[src/rtl/store_write_buffer.sv]
// Posted-store write buffer between the MEM stage and data memory.
// Stores are queued in a small FIFO and drained in the background. Loads
// that hit a buffered word are forwarded from the youngest matching entry.
// Load misses take the single memory port ahead of new drains.
module store_write_buffer #(
  parameter int DEPTH = 4,
  parameter int CW    = $clog2(DEPTH) + 1
) (
  input  logic          clk,
  input  logic          Reset,
  input  logic          cpu_we,
  input  logic          cpu_re,
  input  logic [31:0]   cpu_addr,
  input  logic [31:0]   cpu_wdata,
  output logic [31:0]   cpu_rdata,
  output logic          cpu_stall,
  output logic          mem_req,
  output logic          mem_we,
  output logic [31:0]   mem_addr,
  output logic [31:0]   mem_wdata,
  input  logic          mem_ready,
  input  logic [31:0]   mem_rdata,
  output logic          empty,
  output logic [CW-1:0] count
);

  localparam int PW = $clog2(DEPTH);

  typedef enum logic [1:0] {IDLE = 2'd0, DRAIN = 2'd1, LOAD = 2'd2} state_t;

  state_t        state, state_next;
  logic [29:0]   ent_addr [DEPTH];
  logic [31:0]   ent_data [DEPTH];
  logic [PW-1:0] head, tail, head_plus, idx;
  logic [CW-1:0] count_next;
  logic          full, hit, load_hit, load_miss, enq, pop, match;
  logic [31:0]   hit_data;
  logic          mem_req_next, mem_we_next;
  logic [31:0]   mem_addr_next, mem_wdata_next;

  assign full       = (count == CW'(DEPTH));
  assign enq        = cpu_we & ~full;
  assign pop        = (state == DRAIN) & mem_ready;
  assign load_hit   = cpu_re & ~cpu_we & hit;
  assign load_miss  = cpu_re & ~cpu_we & ~hit;
  assign count_next = count + {{(CW-1){1'b0}}, enq} - {{(CW-1){1'b0}}, pop};
  assign head_plus  = head + {{(PW-1){1'b0}}, 1'b1};
  assign empty      = (count == {CW{1'b0}}) & (state == IDLE);

  // Search valid entries oldest to youngest so the youngest match wins.
  always_comb begin
    hit      = 1'b0;
    hit_data = 32'd0;
    idx      = {PW{1'b0}};
    match    = 1'b0;
    for (int k = 0; k < DEPTH; k++) begin
      idx      = head + PW'(k);
      match    = (CW'(k) < count) && (ent_addr[idx] == cpu_addr[31:2]);
      hit      = hit | match;
      hit_data = match ? ent_data[idx] : hit_data;
    end
  end

  // Stall and load-data return towards the pipeline.
  always_comb begin
    cpu_stall = 1'b0;
    cpu_rdata = 32'd0;
    if (Reset) begin
      cpu_stall = 1'b0;
      cpu_rdata = 32'd0;
    end else begin
      cpu_stall = (cpu_we & full) |
                  (load_miss & ~((state == LOAD) & mem_ready));
      if (load_hit) begin
        cpu_rdata = hit_data;
      end else if ((state == LOAD) & mem_ready) begin
        cpu_rdata = mem_rdata;
      end else begin
        cpu_rdata = 32'd0;
      end
    end
  end

  // Next-state and next memory-request computation.
  always_comb begin
    state_next     = state;
    mem_req_next   = mem_req;
    mem_we_next    = mem_we;
    mem_addr_next  = mem_addr;
    mem_wdata_next = mem_wdata;
    case (state)
      IDLE: begin
        if (load_miss) begin
          state_next     = LOAD;
          mem_req_next   = 1'b1;
          mem_we_next    = 1'b0;
          mem_addr_next  = {cpu_addr[31:2], 2'b00};
          mem_wdata_next = 32'd0;
        end else if (count != {CW{1'b0}}) begin
          state_next     = DRAIN;
          mem_req_next   = 1'b1;
          mem_we_next    = 1'b1;
          mem_addr_next  = {ent_addr[head], 2'b00};
          mem_wdata_next = ent_data[head];
        end else begin
          state_next = IDLE;
        end
      end
      DRAIN: begin
        if (mem_ready) begin
          if (load_miss) begin
            state_next     = LOAD;
            mem_req_next   = 1'b1;
            mem_we_next    = 1'b0;
            mem_addr_next  = {cpu_addr[31:2], 2'b00};
            mem_wdata_next = 32'd0;
          end else if (count_next != {CW{1'b0}}) begin
            state_next   = DRAIN;
            mem_req_next = 1'b1;
            mem_we_next  = 1'b1;
            // With only the head left, the next head is the store arriving now.
            if (count > {{(CW-1){1'b0}}, 1'b1}) begin
              mem_addr_next  = {ent_addr[head_plus], 2'b00};
              mem_wdata_next = ent_data[head_plus];
            end else begin
              mem_addr_next  = {cpu_addr[31:2], 2'b00};
              mem_wdata_next = cpu_wdata;
            end
          end else begin
            state_next   = IDLE;
            mem_req_next = 1'b0;
            mem_we_next  = 1'b0;
          end
        end else begin
          state_next = DRAIN;
        end
      end
      LOAD: begin
        if (mem_ready) begin
          state_next   = IDLE;
          mem_req_next = 1'b0;
          mem_we_next  = 1'b0;
        end else begin
          state_next = LOAD;
        end
      end
      default: begin
        state_next   = IDLE;
        mem_req_next = 1'b0;
        mem_we_next  = 1'b0;
      end
    endcase
  end

  // State, FIFO storage, pointers and registered memory request.
  always_ff @(posedge clk) begin
    if (Reset) begin
      state     <= IDLE;
      head      <= {PW{1'b0}};
      tail      <= {PW{1'b0}};
      count     <= {CW{1'b0}};
      mem_req   <= 1'b0;
      mem_we    <= 1'b0;
      mem_addr  <= 32'd0;
      mem_wdata <= 32'd0;
      for (int i = 0; i < DEPTH; i++) begin
        ent_addr[i] <= 30'd0;
        ent_data[i] <= 32'd0;
      end
    end else begin
      state     <= state_next;
      count     <= count_next;
      mem_req   <= mem_req_next;
      mem_we    <= mem_we_next;
      mem_addr  <= mem_addr_next;
      mem_wdata <= mem_wdata_next;
      if (enq) begin
        ent_addr[tail] <= cpu_addr[31:2];
        ent_data[tail] <= cpu_wdata;
        tail           <= tail + {{(PW-1){1'b0}}, 1'b1};
      end else begin
        tail <= tail;
      end
      if (pop) begin
        head <= head_plus;
      end else begin
        head <= head;
      end
    end
  end

endmodule

[config.mk]
export PLATFORM = sky130hd
export DESIGN_NAME = store_write_buffer
export DESIGN_NICKNAME = d
export VERILOG_FILES = /design/src/rtl/store_write_buffer.sv
export SDC_FILE = /design/constraint.sdc
export NUM_CORES = 1
export LEC_CHECK = 0
export CAP_MARGIN = 10
export CORE_MARGIN = 2
export CORE_UTILIZATION = 55
export DETAILED_ROUTE_END_ITERATION = 10
export PLACE_DENSITY = 0.75
export SKIP_CTS_REPAIR_TIMING = 1
export SLEW_MARGIN = 15
export SYNTH_ARGS = -nofsm -noshare
export SYNTH_HDL_FRONTEND = slang
export SYNTH_SLANG_ARGS = --single-unit
[constraint.sdc]
create_clock -name clk -period 9.41 [get_ports clk]
set_input_delay 2.823 -clock clk [delete_from_list [all_inputs] [get_ports clk]]
set_output_delay 2.823 -clock clk [all_outputs]
set_load 0.01 [all_outputs]
# == Word level (Yosys, flattened, before mapping) ==
# Memories as Yosys holds them, arrays and structs flattened. A register that Yosys moved wholly into a read port is not among the register bits.
# Index checks and enable logic that the tools add are counted.
# totals
register_bits,75
ramBits,248
in_bits,101
output_inout_bits,103
elab_cells,117
memories,2
# op_classes
n_addsub,6
n_lt_le_gt_ge,5
eq_ne,11
mux,55
bitwise,17
reduce_logical,13
# mem_list
name,depth,width,rd,rd_ports_with_merged_regs,wr,line_no,text
ent_data,4,32,4,1,4,33,logic [31:0] ent_data [DEPTH];
ent_addr,4,30,4,1,4,32,logic [29:0] ent_addr [DEPTH];
# ops
cell,count
$mux 32,20
$pmux 32 s2,2
$eq 30x30->1,4
$reduce_or 32->1,1
$mux 30,1
$reduce_or 30->1,1
$mux 2,10
$mux 1,19
$and 1x1->1,9
$lt 1x3->1 const A,2
$lt 2x3->1 const A,2
$ne 3x2->1 const B,2
$pmux 1 s3,2
$pmux 2 s3,1
$reduce_bool 3->1,2
$add 2x1->2 const B,2
$add 2x2->2 const B,2
$logic_and 1x1->1,4
$ne 2x2->1 const B,2
$not 1->1,4
$or 1x1->1,4
$reduce_and 4->1,1
$add 3x1->3,1
$eq 3x3->1 const B,1
other kinds (8),8

# == Depth between registers and ports, before layout ==
# Gate-level depths: netlist of the first run.
# An unclocked memory read counts as a cell.
# logic_depth
word_depth,12
mapped_depth,16
mapped_depth_nobuf,14

# == Worst setup path after synthesis of the first run ==
# OpenSTA, ideal clock, no wires.
# synth_timing
kind,input -> output
from,in cpu_addr[30]
to,out cpu_rdata[10]
t_arrival_ns,5.412
setup_slack_ns,1.175
stages,11
path_buffers,2
cell_sequence,clkbuf_1 inv_1 a222oi_1 o2111ai_1 a221o_1 nor4_2 a21boi_2 buf_2 a221o_1 a31oi_1 a211oi_1
# synth_between
elab_chain_cells,8
elab_cells_between_ends,18
classes_between,4 x eq/ne; 6 x mux; 4 x bitwise; 4 x reduce/logical
# synth_lines
element,line_no,text
from (decl),13,"input logic [31:0] cpu_addr,"
$eq 30x30->1,58,match = (CW'(k) < count) && (ent_addr[idx] == cpu_addr[31:2]);
$logic_and 1x1->1,58,
$mux 32 or $or 1x1->1 (tied branches) (3 in series),"60, 59",
$mux 32 or $and 1x1->1 (tied branches),"60, 44",
$mux 32 *,74,if (load_hit) begin
$mux 32 *,68,if (Reset) begin
to (decl),15,"output logic [31:0] cpu_rdata,"
# Every way passes the cells marked *; elsewhere a longest branch is shown, timed or not.

# == Worst setup path in the final report of the first run ==
# layout_timing
from,in cpu_addr[11]
to,out cpu_rdata[20]
# Same word-level chain as after synthesis.

==> key figures, run 1 <==
Status
  – Status: completed

Global routing
  – Vias in the first global route: 18.6k
  – Total grt overflow: 0
  – Largest net degree at the start of global routing: 85
  – Global-route wire length before repair: 111000 um
  – Initial antenna violation count: 3
  – Total GRT Usage: approximately 33%

Timing
  – Final worst slack: 0.0914 ns
  – Clk_skew: between 0.02 and 0.03 ns
  – Hold Fails Final Rpt: 0
  – Finish-stage setup viols: 0
  – Max-slew headroom: between 20 and 25%
  – Fmax: 107 MHz
  – Slew Limit Fails: 0
  – Fin crit share: 99.0%
  – Setup TNS: 0 ns
  – Final Critical Period: 9.32 ns
  – Worst hold slack: approximately 0.46 ns
  – Tightest Pin Transition: 1.17 ns

Flow run
  – Max Cap Violations: 0

Logic synthesis
  – Ys async rst share: 0%
  – Combinational family with the most area after synthesis: multiplexers
  – Post-synthesis compound-gate area fraction: 12.2%
  – Synth Area in Simple Gates: between 10% and 20%
  – Ys Warns: 0
  – Syn Area/Cell: roughly 11 sq um
  – Post-Syn Area: 0.0228 sq mm
  – Post-Synthesis Cells: 2016
  – Mux cell area share after synthesis: 25.5%
  – Seq cells post-synth: 323
  – Library cells used by synthesis: 81
  – Part of the Yosys area used for sequential elements: approximately 39%
  – Post-Synth Adder-Cell Area: less than 1%
  – Synth Flop Type: edfxtp_1
  – Post-synth EDFFs: 248
  – Post-synthesis xor/xnor area fraction: 4.19%

Power and ir drop
  – Internal Power: about 3.7 mW
  – PwrDens: 213 mW/mm^2
  – Peak supply drop: 0.155 mV
  – Clock share of power: 26.7%
  – Power share of the combinational group: 38.8%
  – Reg power frac: roughly a third
  – Sw power: 2.09 mW
  – Pleak: 9.56 nW
  – Tot Pwr: 5.79 mW
  – Switching Fraction: 36.2%

Placed design
  – Placement Cell Area: 0.0258 sq mm
  – DP Cell Count: 2687
  – DP HPWL: 46900 um
  – GPL Wtd Cong: 0.946
  – Pre-CTS setup slack: -0.188 ns
  – Number of I/O port buffers: 199

Setup path
  – Worst r2r dst: mem_addr[8]
  – CP Launch Type: input pin
  – WP data arrival: roughly 6.5 ns
  – R2R Path Start: head[1]
  – CP Cell Sequence: clkdlybuf4s50_1 > buf_12 > a22o_1 > or3_1 > a221o_1 > nor4_4 > a21boi_2 > buf_12 > buf_4 > a221o_1 > a31oi_1 > a211oi_2 > clkdlybuf4s50_1
  – Buf/Inv on CP: 5
  – Max incr delay on CP: 0.57 ns
  – CP Capture Type: output port
  – Crit Path Max Fanout: 17
  – Crit-path slowest cell: clkdlybuf4s50_1
  – Delay-heaviest family, CP: buffers and inverters
  – WS Path Type: input pin to output port
  – Critical path depth: 13
  – Reg2reg setup slack: 3.91 ns
  – FF-to-FF path depth: 12
  – Worst path required time: 6.59 ns

Finish
  – P&R area growth vs syn: 19.4%
  – Nets: 2302
  – Final Instance Count excl. Fillers: 2759
  – Final Util: 66.6%
  – Post-route cell area: 0.0272 sq mm
  – Share of cells above drive strength 1: 22.1%

Floorplan
  – Die height: ~210 um
  – IO Pins: 204
  – Row count: 74
  – Initial core utilization: 55.8%
  – Chip Width: around 210 um
  – Core Area: about 0.041 sq mm
  – Die area: 0.0431 sq mm

Routing
  – Residual DRC: 0
  – Via Count: 18.8k
  – TritonRoute pass-1 iters: 5
  – Remaining antenna violation count after routing: 0
  – Vias/cell: 6.81
  – Drt wl/cell: roughly 26 um
  – Routed WL: 72900 um
  – DRT iter0 DRCs: approximately 2.4k

Clock tree
  – CTS clock-pin slew for the worst setup and hold paths: 0.06 ns
  – Root buffer cell: clkbuf_16
  – TritonCTS clock tree: done
  – Latest clock arrival within the worst-skew pair: roughly 0.58 ns
  – Clock Path Buffers: 3
  – CTS Sinks: 323
  – CTS Buf Count: 38
  – Htree depth: 2

Hold path
  – Hold Path End: mem_wdata[21]
  – Min-delay src: mem_wdata[21]
  – WHS Path Cells: 2
  – Worst hold path type: register to register
cell usage after synthesis (17+ instances only):
cell / n / area, sq um
edfxtp_1: 248 / 7450
nand2_1: 208 / 781
mux4_2: 204 / 4590
nor2_1: 148 / 556
inv_1: 120 / 450
clkbuf_1: 108 / 405
mux2i_1: 101 / 1010
xnor2_1: 94 / 823
dfxtp_1: 75 / 1500
and2_1: 66 / 413
a21oi_1: 51 / 255
nand3_1: 44 / 220
nor2b_1: 40 / 250
o22ai_1: 37 / 231
or3_1: 37 / 231
a221o_1: 34 / 340
a31oi_1: 34 / 213
o211ai_1: 34 / 255
buf_2: 32 / 160
o21ai_0: 25 / 125
buf_1: 24 / 90.1
a211oi_2: 22 / 275
a2bb2oi_1: 17 / 149
placed cells by master (no fill, tap or decap), types with 5 or more instances in the layout:
| master | instances |
|---|---|
| or3_1 | 36 |
| o21ai_0 | 22 |
| inv_1 | 120 |
| clkdlybuf4s50_1 | 185 |
| a211oi_1 | 9 |
| mux4_2 | 204 |
| a22o_1 | 14 |
| nand2_1 | 207 |
| a221o_1 | 34 |
| mux2_2 | 15 |
| nand4_1 | 10 |
| buf_4 | 119 |
| ha_1 | 5 |
| clkbuf_16 | 39 |
| edfxtp_1 | 248 |
| nor3_1 | 5 |
| mux2i_1 | 101 |
| buf_12 | 16 |
| nand3_1 | 44 |
| a2bb2o_4 | 9 |
| o22ai_1 | 37 |
| dlymetal6s2s_1 | 13 |
| o2bb2ai_1 | 6 |
| xnor2_1 | 92 |
| clkinv_1 | 5 |
| o211ai_1 | 34 |
| xor2_1 | 15 |
| nor4_1 | 12 |
| a211oi_2 | 23 |
| dfxtp_1 | 71 |
| clkbuf_1 | 7 |
| clkbuf_8 | 5 |
| and2_1 | 67 |
| nor2_1 | 145 |
| a31oi_1 | 34 |
| nor2b_1 | 39 |
| a2bb2oi_1 | 17 |
| a21oi_1 | 50 |
worst max-delay path by stage:
stage | start | end | slack, ns
final | cpu_addr[11] | cpu_rdata[20] | 0.09
after global routing | cpu_addr[9] | cpu_rdata[14] | -0.0007
after CTS | cpu_addr[14] | cpu_rdata[13] | -0.23
after detailed placement | cpu_addr[14] | cpu_rdata[22] | -0.19
after global placement | cpu_addr[14] | cpu_rdata[31] | -0.18
after floorplan | cpu_addr[30] | cpu_rdata[10] | 1.17
power by group through the flow:
stage	Combinational [mW]	Sequential, mW	Clock (mW)
after floorplan	1.41	1.99	0
after global placement	2.15	2.00	0
after detailed placement	2.18	2.02	0
after CTS	2.20	1.99	1.55
after global routing	2.35	2.03	1.60
final	2.25	2.00	1.55
sequential cells by signal (all words and copies together), names as in the netlist, 2 cells and up, named ones only:
name / count
ent_data: 128
ent_addr: 120
mem_wdata: 32
mem_addr: 30
count: 3
head: 2
state: 2
tail: 2
per-layer routing:
layer | vias up | global-route usage, % | wire [um] | part of all wire, %
met5 | - | 0 | 13 | 0.018
met1 | 9308 | 43.3 | 26000 | 36
met2 | 1297 | 53.3 | 34500 | 47
met3 | 214 | 9.17 | 9590 | 13
li1 | 7974 | - | - | -
met4 | 2 | 14.4 | 2800 | 3.8
cells by family (layout without fill, tap and decap cells):
| family | after synthesis | in the layout |
|---|---|---|
| XOR/XNOR | 109 | 109 |
| buffers and inverters | 320 | 527 |
| flip-flops | 323 | 323 |
| AO/OA/AOI/OAI | 344 | 344 |
| adder cells (fa/ha/maj) | 6 | 6 |
| AND/OR/NAND/NOR | 591 | 591 |
| other | 1 | 5 |
| multiplexers | 322 | 322 |
final cells by class:
type	instances	area [sq um]
Clock buffer	51	1070
Inverter	124	465
Tap cell	532	666
Multi-Input combinational cell	1374	12600
Timing Repair Buffer	334	3230
Sequential cell	323	8960
Clock inverter	18	221
Fill cell	2999	13600
Antenna cell	3	7.51
worst min-delay path, cell delays in order (launching register included):
cell and delay [ns]:
dfxtp_1 0.31, nand2_1 0.05, mux2i_1 0.05
No activity file was read; power rests on OpenSTA's default activity.
==> run 2: changes to the inputs <==
--- a/config.mk
+++ b/config.mk
@@ -9,7 +9,7 @@
 export CORE_MARGIN = 2
 export CORE_UTILIZATION = 55
 export DETAILED_ROUTE_END_ITERATION = 10
-export PLACE_DENSITY = 0.75
+export PLACE_DENSITY = 0.77
 export SKIP_CTS_REPAIR_TIMING = 1
 export SLEW_MARGIN = 15
 export SYNTH_ARGS = -nofsm -noshare
==> key figures, run 2 (synthesis gave the netlist of run 1 again) <==
Setup path
  – Max incr delay on CP: 0.56 ns (about the same)
  – Buf/Inv on CP: 5 (unchanged)
  – CP Capture Type: output port
  – FF-to-FF path depth: 13 (+1)
  – Critical Path Source: cpu_addr[11]
  – WS Path Type: input pin to output port
  – Reg2reg setup slack: 3.60 ns (-0.31 ns)
  – Delay-heaviest family, CP: buffers and inverters
  – WP data arrival: 6.49 ns (about the same)
  – Crit Path Max Fanout: 19 (+2)
  – Worst path required time: 6.59 ns (about the same)
  – Critical path depth: 13 (unchanged)
  – CP Cell Sequence: clkdlybuf4s50_1 > buf_4 > a22o_1 > or3_1 > a221o_1 > nor4_4 > a21boi_4 > buf_12 > buf_12 > a221o_1 > a31oi_1 > a211oi_2 > clkdlybuf4s50_1
  – Crit path capture: cpu_rdata[22]
  – Worst r2r dst: mem_addr[25]
  – Crit-path slowest cell: clkdlybuf4s50_1
  – CP Launch Type: input pin
  – R2R Path Start: head[1]

Routing
  – Drt wl/cell: 26.8 um (+1.4%)
  – DRT iter0 DRCs: 2547 (+4.9%)
  – Residual DRC: 0 (unchanged)
  – Via Count: 19.0k (+0.92%)
  – TritonRoute pass-1 iters: 6 (+1)
  – Vias/cell: 6.90 (+1.4%)
  – Remaining antenna violation count after routing: 0 (unchanged)
  – Routed WL: 73500 um (+0.92%)

Timing
  – Tightest Pin Transition: 1.22 ns (+0.0527 ns)
  – Fmax: 107 MHz (about the same)
  – Final Critical Period: 9.32 ns (-0.00165 ns)
  – Clk_skew: 0.0273 ns (-0.00171 ns)
  – Hold Fails Final Rpt: 0 (unchanged)
  – Fin crit share: 99.0% (about the same)
  – Slew Limit Fails: 0 (unchanged)
  – Max-slew headroom: 18.7% (-3.5 points)
  – Setup TNS: 0 ns (unchanged)
  – Finish-stage setup viols: 0 (unchanged)

Global routing
  – Total grt overflow: 0 (unchanged)
  – Vias in the first global route: 19.0k (+2.1%)
  – Global-route wire length before repair: 112000 um (+0.92%)
  – Total GRT Usage: 33.6% (+0.17 points)
  – Largest net degree at the start of global routing: 85 (unchanged)
  – Initial antenna violation count: 4 (+1)

Finish
  – Multi-input logic area: 0.0126 sq mm (+0.48%)
  – FILL cells: 2948 (-1.7%)
  – Biggest regs: ent_data: 128 flops, ent_addr: 120 flops, mem_wdata: 32 flops
  – Sequential cell area: 0.00896 sq mm (unchanged)
  – Biggest register: ent_data
  – Most common cell after layout, fill and taps aside: edfxtp_1
  – Share of cells above drive strength 1: 21.5% (-0.53 points)
  – Max reg flops: 128 (unchanged)
  – Post-route cell area: 0.0270 sq mm (-0.85%)
  – Most frequent cells in the layout: edfxtp_1, nand2_1, mux4_2
  – Final Instance Count excl. Fillers: 2747 (-0.43%)
  – P&R area growth vs syn: 18.4%
  – Nets: 2293 (-0.39%)

Hold path
  – Worst hold path type: register to register
  – Min-delay src: mem_addr[3]

Floorplan
  – Row count: 74 (unchanged)
  – Chip Width: 207 um (unchanged)
  – Initial core utilization: 55.8% (unchanged)
  – Die height: 207 um (unchanged)
  – Core Area: 0.0408 sq mm (unchanged)
  – IO Pins: 204 (unchanged)
  – Die area: 0.0431 sq mm (unchanged)

Status
  – Status: completed

Flow run
  – Max Cap Violations: 0 (unchanged)

Placed design
  – Number of I/O port buffers: 199 (unchanged)
  – GPL Wtd Cong: 0.986 (+4.2%)
  – Placement Cell Area: 0.0257 sq mm (-0.35%)
  – DP Cell Count: 2679 (-0.30%)
  – DP HPWL: 46800 um (-0.22%)

Clock tree
  – Root buffer cell: clkbuf_16
  – TritonCTS clock tree: done
  – Clock Path Buffers: 3 (unchanged)
  – Htree depth: 2 (unchanged)
  – CTS Buf Count: 36 (-5.3%)
  – Latest clock arrival within the worst-skew pair: 0.57 ns (about the same)
  – CTS Sinks: 323 (unchanged)
  – CTS clock-pin slew for the worst setup and hold paths: 0.06 ns (about the same)

Power and ir drop
  – PwrDens: 209 mW/mm^2 (-2.0%)
  – Peak supply drop: 0.160 mV (+3.2%)
  – Pleak: 9.45 nW (-1.2%)
==> run 2: cell count changes in the layout (fill, tap and decap cells not counted), sizes merged <==
| cell | change |
|---|---|
| clkinv | +3 |
| inv | -2 |
| buf | -7 |
| diode | -2 |
| clkinvlp | -1 |
| bufinv | -3 |
==> run 2: report_power, final <==
part           total (mW)  switching, mW  internal [mW]
registers            2.00          0.207           1.79
logic                2.26           1.27          0.993
clock network        1.37          0.613          0.754
total                5.62           2.09           3.53
==> run 2: per-layer routing <==
layer  vias to the layer above  share of wire (%)  track usage [%]
li1                       7959                  -                -
met1                      9307                 35             43.3
met2                      1438                 47             53.2
met3                       258                 14             9.80
met4                         6                4.4             14.9
met5                         -              0.060                0
==> run 2: worst reg2reg max path, cell delays in order, from the launching register on <==
cell,delay [ns]
dfxtp_4,0.83
buf_4,0.42
mux4_2,0.56
xnor2_1,0.38
nand4_1,0.26
nor4_1,0.29
buf_4,0.17
or4b_4,0.52
buf_12,0.23
buf_4,0.22
a41oi_2,0.91
buf_4,0.36
a2bb2oi_1,0.36
o22ai_1,0.14
==> run 2: cell type report <==
| type | instances | share of cell area (%) |
|---|---|---|
| timing repair buffer | 327 | 11.7 |
| antenna | 1 | 0.00928 |
| inverter | 124 | 1.73 |
| clock buffer | 51 | 3.59 |
| sequential | 323 | 33.2 |
| tap | 532 | 2.47 |
| multi-input combinational | 1374 | 46.8 |
| clock inverter | 15 | 0.483 |
==> run 2: stage by stage <==
stage / setup WS, ns / total power [mW] / hold slack (ns) / utilization (%)
floorplan: 1.17 / 3.40 / 0.473 / -
global placement: -0.160 / 4.15 / 0.446 / 63.0
detailed placement: -0.226 / 4.21 / 0.449 / 63.0
CTS: -0.255 / 5.56 / 0.458 / 65.7
global route: -0.0154 / 5.81 / 0.478 / 66.0
finish: 0.0931 / 5.62 / 0.460 / 66.0
==> run 2: worst min-delay path by stage <==
stage | end | slack [ns] | cells past startpoint
after global placement | mem_addr[3] | 0.45 | 2
after detailed placement | mem_addr[3] | 0.45 | 2
after global routing | mem_addr[3] | 0.48 | 2
after CTS | mem_addr[3] | 0.46 | 2
final | mem_addr[3] | 0.46 | 2
after floorplan | mem_addr[3] | 0.47 | 2
